## src/rtl/disp_refresh_sequencer.sv

```systemverilog
// Refresh scheduler for a 4-digit 7-segment display driven through a 74HC595 chain.
// Double-buffers the frame, sequences one shift per digit, then dwells with PWM blanking.
module disp_refresh_sequencer #(
   parameter int unsigned PHASE_CYCLES   = 1250,
   parameter int unsigned TIMEOUT_CYCLES = 255
) (
   input  logic        clk,
   input  logic        rst_n,
   input  logic        frame_load_i,
   input  logic [15:0] frame_digits_i,
   input  logic        frame_colon_i,
   input  logic [2:0]  brightness_i,
   input  logic        sr_done_i,
   output logic        sr_start_o,
   output logic [3:0]  digit_code_o,
   output logic [1:0]  digit_sel_o,
   output logic        colon_o,
   output logic        blank_o,
   output logic        frame_done_o,
   output logic        fault_o
);

   localparam int unsigned PH_W = (PHASE_CYCLES > 1) ? $clog2(PHASE_CYCLES) : 1;
   localparam int unsigned TO_W = $clog2(TIMEOUT_CYCLES + 1);

   typedef enum logic [1:0] {
      ST_LOAD,
      ST_START,
      ST_SHIFT,
      ST_DWELL
   } state_e;

   state_e            state_q, state_d;
   logic [1:0]        sel_q, sel_d;
   logic [15:0]       act_digits_q, act_digits_d;
   logic              act_colon_q, act_colon_d;
   logic [2:0]        act_bright_q, act_bright_d;
   logic [15:0]       pend_digits_q, pend_digits_d;
   logic              pend_colon_q, pend_colon_d;
   logic [2:0]        pend_bright_q, pend_bright_d;
   logic              pend_valid_q, pend_valid_d;
   logic [2:0]        phase_q, phase_d;
   logic [PH_W-1:0]   cyc_q, cyc_d;
   logic [TO_W-1:0]   to_q, to_d;
   logic [3:0]        code_q, code_d;
   logic              colon_q, colon_d;
   logic              blank_q, blank_d;
   logic              start_q, start_d;
   logic              done_q, done_d;
   logic              fault_q, fault_d;

   // State and output registers
   always_ff @(posedge clk or negedge rst_n) begin
      if (!rst_n) begin
         state_q       <= ST_LOAD;
         sel_q         <= 2'd0;
         act_digits_q  <= 16'hAAAA;
         act_colon_q   <= 1'b0;
         act_bright_q  <= 3'd7;
         pend_digits_q <= 16'hAAAA;
         pend_colon_q  <= 1'b0;
         pend_bright_q <= 3'd7;
         pend_valid_q  <= 1'b0;
         phase_q       <= 3'd0;
         cyc_q         <= '0;
         to_q          <= '0;
         code_q        <= 4'd10;
         colon_q       <= 1'b0;
         blank_q       <= 1'b1;
         start_q       <= 1'b0;
         done_q        <= 1'b0;
         fault_q       <= 1'b0;
      end else begin
         state_q       <= state_d;
         sel_q         <= sel_d;
         act_digits_q  <= act_digits_d;
         act_colon_q   <= act_colon_d;
         act_bright_q  <= act_bright_d;
         pend_digits_q <= pend_digits_d;
         pend_colon_q  <= pend_colon_d;
         pend_bright_q <= pend_bright_d;
         pend_valid_q  <= pend_valid_d;
         phase_q       <= phase_d;
         cyc_q         <= cyc_d;
         to_q          <= to_d;
         code_q        <= code_d;
         colon_q       <= colon_d;
         blank_q       <= blank_d;
         start_q       <= start_d;
         done_q        <= done_d;
         fault_q       <= fault_d;
      end
   end

   // Next-state logic; outputs are computed for the state being entered
   always_comb begin
      state_d       = state_q;
      sel_d         = sel_q;
      act_digits_d  = act_digits_q;
      act_colon_d   = act_colon_q;
      act_bright_d  = act_bright_q;
      pend_digits_d = pend_digits_q;
      pend_colon_d  = pend_colon_q;
      pend_bright_d = pend_bright_q;
      pend_valid_d  = pend_valid_q;
      phase_d       = phase_q;
      cyc_d         = cyc_q;
      to_d          = to_q;
      code_d        = code_q;
      colon_d       = colon_q;
      blank_d       = 1'b1;
      start_d       = 1'b0;
      done_d        = 1'b0;
      fault_d       = fault_q;

      case (state_q)
         ST_LOAD: begin
            if ((sel_q == 2'd0) && pend_valid_q) begin
               act_digits_d = pend_digits_q;
               act_colon_d  = pend_colon_q;
               act_bright_d = pend_bright_q;
               pend_valid_d = 1'b0;
            end
            code_d  = act_digits_d[{sel_q, 2'b00} +: 4];
            colon_d = act_colon_d;
            start_d = 1'b1;
            state_d = ST_START;
         end
         ST_START: begin
            to_d    = '0;
            state_d = ST_SHIFT;
         end
         ST_SHIFT: begin
            if (sr_done_i) begin
               phase_d = 3'd0;
               cyc_d   = '0;
               state_d = ST_DWELL;
            end else if (to_q == TO_W'(TIMEOUT_CYCLES - 1)) begin
               // Give up on the engine but keep scanning
               fault_d = 1'b1;
               phase_d = 3'd0;
               cyc_d   = '0;
               state_d = ST_DWELL;
            end else begin
               to_d = to_q + TO_W'(1);
            end
         end
         ST_DWELL: begin
            if (cyc_q == PH_W'(PHASE_CYCLES - 1)) begin
               cyc_d = '0;
               if (phase_q == 3'd7) begin
                  phase_d = 3'd0;
                  sel_d   = sel_q + 2'd1;
                  done_d  = (sel_q == 2'd3);
                  state_d = ST_LOAD;
               end else begin
                  phase_d = phase_q + 3'd1;
               end
            end else begin
               cyc_d = cyc_q + PH_W'(1);
            end
         end
         default: state_d = ST_LOAD;
      endcase

      // A load in the boundary LOAD cycle lands after the copy above
      if (frame_load_i) begin
         pend_digits_d = frame_digits_i;
         pend_colon_d  = frame_colon_i;
         pend_bright_d = brightness_i;
         pend_valid_d  = 1'b1;
      end

      if (state_d == ST_DWELL) begin
         blank_d = (phase_d > act_bright_q);
      end
   end

   assign sr_start_o   = start_q;
   assign digit_code_o = code_q;
   assign digit_sel_o  = sel_q;
   assign colon_o      = colon_q;
   assign blank_o      = blank_q;
   assign frame_done_o = done_q;
   assign fault_o      = fault_q;

endmodule

```

## config.mk

```make
export PLATFORM = sky130hd
export DESIGN_NAME = disp_refresh_sequencer
export DESIGN_NICKNAME = d
export VERILOG_FILES = /design/src/rtl/disp_refresh_sequencer.sv
export SDC_FILE = /design/constraint.sdc
export NUM_CORES = 1
export LEC_CHECK = 0
export BUFFER_PORTS_ARGS = -buffer_cell sky130_fd_sc_hd__buf_2
export CORE_MARGIN = 2
export CORE_UTILIZATION = 35
export CTS_CLUSTER_SIZE = 10
export DETAILED_ROUTE_END_ITERATION = 10
export GPL_TIMING_DRIVEN = 0
export PLACE_DENSITY_LB_ADDON = 0.1
export SETUP_SLACK_MARGIN = 0.4
export SYNTH_ARGS = -nofsm -noshare
export SYNTH_HDL_FRONTEND = slang
export SYNTH_SLANG_ARGS = --single-unit
```

## constraint.sdc

```tcl
create_clock -name clk -period 3.3 [get_ports clk]
set_input_delay 0.33 -clock clk [delete_from_list [all_inputs] [get_ports clk]]
set_output_delay 0.33 -clock clk [all_outputs]
set_load 0.02 [all_outputs]
```

==> impl_metrics.json, run 1 <==
{
  "grt_max_degree": 56,
  "dpl.hpwl_mm": 5.13,
  "finish.utilization_pct": 41.9,
  "crit_family": "simple AND/OR/NAND/NOR gates",
  "cts-root-buf": "clkbuf_8",
  "layout_common_cells": "dfrtp_1 (50), buf_2 (39), mux2_2 (38)",
  "clkLatencyLatePin_ns": 0.35,
  "fill_cells": 1029,
  "clock_path_buffers": 2,
  "swShare_pct": 26.0,
  "die_w_microns": 107,
  "synth_seq_cells": 75,
  "grt_pass1_wl_mm": 12.5,
  "tightest_slew_ns": 0.658,
  "drive_above_1_share_pct": 42.9,
  "tns_ns": 0,
  "drt_wl_total_mm": 7.44,
  "register_area_sq_um": 1910,
  "cp_data_required_time_ns": 3.57,
  "p_switching_w": 0.000559,
  "internal_power_w": 0.00159,
  "path_cells": "inv_1, ha_1, or4b_4, nor3_4, nand3_1, o211ai_1, ha_1, nor2b_1, o21ai_0, a32oi_1, a211o_1",
  "seq_power_share_pct": 50.8,
  "mostFrequentLayoutCell": "dfrtp_1",
  "overflow": 0,
  "port_buffers": 34,
  "fin_worst_skew_ns": 0.0142,
  "routabilityCongestion": 0.799,
  "cpMostUsedCell": "ha_1",
  "num_vias": 2515,
  "multiInputGateArea_sq_um": 1660,
  "crit_path_max_fanout": 4,
  "drtPass1Iterations": 4,
  "antenna_cells": 0,
  "clkPwrFrac_pct": 37.5,
  "drt_iter0_markers": 54,
  "leakage_nw": 1.93,
  "fmax_mhz": 370,
  "ant_nets": 0,
  "slowest_stage": "or4b_4",
  "rows": 37,
  "hold_ws_ns": 0.208,
  "power_density_nw_per_um2": 499,
  "path_buf_inv": 1,
  "io_pins": 35,
  "wl_per_cell_microns": 15.2,
  "cts_tree": "yes",
  "slew_headroom_pct": 56.1,
  "num-nets-final": 382,
  "critPathCaptureType": "flop",
  "core_area_sq_um": 10300,
  "pre_cts_slack_ns": 0.418,
  "post_cts_buffers": 0,
  "antenna_found_initial": 0,
  "slew_violations": 0,
  "ys.warnings.count": 0,
  "drc": 0,
  "synthesis.nets": 335,
  "criticalPathCategory": "flop to flop",
  "finalPower_w": 0.00215,
  "die-area_sq_um": 11300,
  "syn_area_sq_um": 3680,
  "cp.arrival_ns": 2.97,
  "viasPerCell": 5.15,
  "rsz0062_at_grt": "no",
  "synth_edf_count": 0,
  "cts_sinks": 75,
  "grt_pass1_vias": 2493,
  "initial_core_util_pct": 35.8,
  "ys_dominant_reg_cell": "dfrtp_1",
  "vdd_drop_max_uv": 245,
  "cts_buffers": 9,
  "syn_area_per_cell_sq_um": 12.3,
  "min_period_ns": 2.70,
  "synth_seq_area_share_pct": 51.9,
  "globalRouteTotalUtil_pct": 14.1,
  "finalHoldViolations": 0,
  "dieHeight_microns": 107,
  "htree_num_levels": 3,
  "startpoint_type": "flop",
  "synth_cells": 300,
  "fin_ws_ns": 0.595,
  "combPwrFrac_pct": 11.7,
  "status": "finished clean",
  "async_flop_share_pct": 100,
  "final.period_utilization_pct": 82.0,
  "maxCapViolCount": 0,
  "hold_class": "primary input to flop",
  "synthToLayoutAreaGrowth_pct": 16.9,
  "slowest_delay_ns": 0.52,
  "clk_pin_slew_ns": 0.09,
  "setup_viol": 0,
  "synth.distinct_cells": 55
}
==> final cells by class <==
class / count / share of cell area [%]
Clock inverter: 5 / 2.01
Inverter: 13 / 1.13
Timing Repair Buffer: 36 / 4.89
Multi-Input combinational cell: 199 / 38.5
Tap cell: 136 / 3.96
Sequential cell: 75 / 44.4
Buffer: 13 / 1.83
Clock buffer: 11 / 3.29
==> cell families after synthesis <==
logic type / synth area share (%)
simple gates: 11.8
flops: 51.9
compound gates: 10.8
mux: 17.6
buf+inv: 3.47
fa+ha+maj: 3.74
xor+xnor: 0.714
==> power groups by stage <==
stage / Combinational [W] / Sequential [W] / Clock (W)
finish: 0.000250 / 0.00109 / 0.000806
global route: 0.000287 / 0.00111 / 0.000872
CTS: 0.000251 / 0.00109 / 0.000837
detailed placement: 0.000250 / 0.00111 / 0
global placement: 0.000240 / 0.00110 / 0
floorplan: 0.000174 / 0.00109 / 0
==> timing repair <==
action / CTS / global route
resized for setup: 1 / 2
gates cloned: 0 / 0
endpoints found under the hold margin: 17 / 0
hold buffers: 1 / 0
setup endpoints to repair: 1 / 1
==> through the flow <==
| step | std cells | instance area (sq um) |
|---|---|---|
| 2_1_floorplan | 300 | 3680 |
| 3_3_place_gp | 470 | 4020 |
| 3_5_place_dp | 471 | 4050 |
| 4_1_cts | 488 | 4290 |
| 5_1_grt | 488 | 4300 |
| 6_report | 488 | 4300 |
==> final timing paths <==
| check | cells after the start | from | endpoint | slack, ns |
|---|---|---|---|---|
| max | 11 | cyc_q[1] | blank_o | 0.60 |
| min | 2 | frame_digits_i[3] | pend_digits_q[3] | 0.21 |
| max reg2reg | 11 | cyc_q[1] | blank_o | 0.60 |
| min reg2reg | 2 | fault_o | fault_o | 0.47 |
| max in group asynchronous | 3 | rst_n | act_bright_q[2] | 2.25 |
| min in group asynchronous | 2 | rst_n | pend_digits_q[4] | 0.42 |
==> flip-flops by register name, indices dropped and copies added (netlist names) <==
| register | flops |
|---|---|
| act_bright_q | 3 |
| act_digits_q | 16 |
| blank_o | 1 |
| colon_o | 1 |
| cyc_q | 11 |
| digit_code_o | 4 |
| digit_sel_o | 2 |
| fault_o | 1 |
| frame_done_o | 1 |
| pend_bright_q | 3 |
| pend_colon_q | 1 |
| pend_digits_q | 16 |
| pend_valid_q | 1 |
| phase_q | 3 |
| sr_start_o | 1 |
| state_q | 2 |
| to_q | 8 |
==> synth_stat cells (all sizes together), types with 3 or more instances <==
| library cell | instances | area [sq um] |
|---|---|---|
| a21oi | 7 | 35.0 |
| mux2i | 4 | 40.0 |
| clkbuf | 3 | 11.3 |
| or3 | 4 | 26.3 |
| and2 | 5 | 32.5 |
| and3 | 5 | 32.5 |
| mux4 | 8 | 180 |
| a21o | 6 | 46.3 |
| nand4 | 4 | 25.0 |
| o21ai | 25 | 144 |
| buf | 10 | 67.6 |
| nand3 | 15 | 75.1 |
| o31ai | 4 | 43.8 |
| nor4 | 4 | 25.0 |
| ha | 11 | 138 |
| a31o | 3 | 26.3 |
| nor3 | 4 | 20.0 |
| dfrtp | 50 | 1250 |
| nor3b | 3 | 22.5 |
| dfstp | 25 | 657 |
| mux2 | 38 | 428 |
| nand2 | 20 | 75.1 |
| inv | 11 | 41.3 |
==> layer usage <==
| layer | global-route usage, % | part of all wire (%) | vias to the layer above |
|---|---|---|---|
| li1 | - | - | 1204 |
| met1 | 19.3 | 48 | 1250 |
| met2 | 21.8 | 46 | 57 |
| met3 | 4.66 | 4.5 | 4 |
| met4 | 3.53 | 0.67 | 0 |
| met5 | 0 | 0 | - |
Note: power is estimated with default switching activity, not from simulation.
==> run 2: changes to the inputs <==
==> constraint.sdc (replaced) <==
create_clock -name clk -period 2.4 [get_ports clk]
set_input_delay 0.24 -clock clk [delete_from_list [all_inputs] [get_ports clk]]
set_output_delay 0.24 -clock clk [all_outputs]
set_load 0.02 [all_outputs]
==> run 2 against run 1 <==
The run now ends with setup timing left. Worst setup slack worse by 0.78 ns. Global-route usage is 0.75 points higher. Largest cell class unchanged. Largest power group unchanged. Highest routed layer unchanged. Fmax rose by 4.5%.
==> impl_metrics.json, run 2 (synthesis gave the netlist of run 1 again) <==
{
  "clock_path_buffers": 2,
  "core_area_sq_um": 10300,
  "post_dp_cell_area_sq_um": 4070,
  "slowest_delay_ns": 0.50,
  "htree_num_levels": 3,
  "fin_cells": 502,
  "tightest_slew_ns": 0.659,
  "drt_iter0_markers": 108,
  "synthToLayoutAreaGrowth_pct": 21.6,
  "combPwrFrac_pct": 14.3,
  "wl_met2_mm": 3.84,
  "multiInputGateArea_sq_um": 1710,
  "hold_ws_ns": 0.108,
  "ant_nets": 0,
  "hold_class": "primary input to flop",
  "cts-root-buf": "clkbuf_8",
  "clkPwrFrac_pct": 31.5,
  "cp.arrival_ns": 2.87,
  "dpl.hpwl_mm": 5.18,
  "finalHoldViolations": 0,
  "finish.utilization_pct": 43.5,
  "wl_per_cell_microns": 15.7,
  "rows": 37,
  "antenna_found_initial": 0,
  "seq_power_share_pct": 54.2,
  "num_vias": 2557,
  "num-nets-final": 396,
  "path_cells": "inv_2, ha_4, or4b_4, nor3_4, nand3_1, o211ai_1, ha_1, nor2b_4, o21ai_2, a32oi_2, a211o_1",
  "setup_viol": 1,
  "rsz0062_at_grt": "yes",
  "fin_area_sq_um": 4470,
  "viasPerCell": 5.09,
  "initial_core_util_pct": 35.8,
  "layout_common_cells": "dfrtp_1 (48), mux2_2 (38), buf_2 (34)",
  "internal_power_w": 0.00200,
  "io_pins": 35,
  "drt_wl_total_mm": 7.87,
  "cts_buffers": 9,
  "drive_above_1_share_pct": 48.1,
  "violations": "setup timing",
  "power_density_nw_per_um2": 617,
  "drtPass1Iterations": 5,
  "die_w_microns": 107,
  "critPathCaptureType": "flop",
  "dr.max_layer_used": "met4",
  "fin_worst_skew_ns": 0.0136,
  "cp_data_required_time_ns": 2.68,
  "crit_path_max_fanout": 4,
  "cts_sinks": 75,
  "port_buffers": 34,
  "register_area_sq_um": 1910,
  "slowest_stage": "or4b_4",
  "vdd_drop_max_uv": 351,
  "startpoint_type": "flop",
  "routabilityCongestion": 0.799,
  "wl_met3_microns": 332,
  "maxCapViolCount": 0,
  "grt_pass1_wl_mm": 13.0,
  "clk_pin_slew_ns": 0.08,
  "wl_met1_mm": 3.59,
  "fmax_mhz": 386,
  "antenna_cells": 0,
  "fill_cells": 987,
  "slew_violations": 0,
  "cts_tree": "yes",
  "leakage_nw": 2.01,
  "clkLatencyLatePin_ns": 0.36,
  "criticalPathCategory": "flop to flop",
  "dieHeight_microns": 107,
  "path_buf_inv": 1,
  "globalRouteTotalUtil_pct": 14.9,
  "slew_headroom_pct": 56.1,
  "crit_family": "simple AND/OR/NAND/NOR gates",
  "status": "finished with violations",
  "grt_pass1_vias": 2539,
  "final.period_utilization_pct": 108,
  "drc": 0,
  "swShare_pct": 27.7,
  "min_period_ns": 2.59,
  "top_regs": "act_digits_q: 16 flops, pend_digits_q: 16 flops, cyc_q: 11 flops",
  "dp_cells": 471,
  "die-area_sq_um": 11300,
  "p_switching_w": 0.000763,
  "overflow": 0,
  "mostFrequentLayoutCell": "dfrtp_1",
  "fin_ws_ns": -0.187,
  "grt_max_degree": 59
}
run 2: timing repair:
action                                  4_1_cts  5_1_grt
gates resized for setup                       6       23
cloned                                        0        2
hold buffers                                  1        0
pin swaps                                     4        9
setup buffers                                 7        5
endpoints found under the setup margin       29       33
endpoints found under the hold margin        16        0
run 2: area by class of cell:
type,instances,area share [%]
Sequential cell,75,42.7
Multi-Input combinational cell,199,38.2
Timing Repair Buffer,50,7.52
Tap cell,136,3.80
Clock buffer,12,3.24
Buffer,13,2.66
Inverter,13,1.26
Clock inverter,4,0.587
run 2: through the flow:
stage          total power (W)  setup WS [ns]  TNS (ns)
3_5_place_dp           0.00187         -0.451    -0.451
4_1_cts                0.00278         -0.205    -0.205
5_1_grt                0.00292         -0.283    -0.283
6_report               0.00276         -0.187    -0.187
2_1_floorplan          0.00174         0.0358         0
3_3_place_gp           0.00185         -0.390    -0.390
run 2: worst paths after layout:
path,from,to,slack (ns),cells past startpoint
max,cyc_q[1],blank_o,-0.19,11
min,frame_digits_i[0],pend_digits_q[0],0.11,2
max reg2reg,cyc_q[1],blank_o,-0.19,11
min reg2reg,fault_o,fault_o,0.46,2
max in group asynchronous,rst_n,pend_digits_q[1],1.47,3
min in group asynchronous,rst_n,fault_o,0.30,2
run 2: power by group through the flow:
stage | clock network [W] | registers (W) | logic, W
2_1_floorplan | 0 | 0.00149 | 0.000243
3_3_place_gp | 0 | 0.00152 | 0.000333
3_5_place_dp | 0 | 0.00152 | 0.000345
4_1_cts | 0.000913 | 0.00149 | 0.000374
5_1_grt | 0.000968 | 0.00152 | 0.000439
6_report | 0.000870 | 0.00150 | 0.000394
run 2: metal layers:
metal | global-route usage, % | vias to the layer above
li1 | - | 1231
met1 | 19.1 | 1270
met2 | 23.9 | 46
met3 | 4.72 | 10
met4 | 5.01 | 0
met5 | 0 | -
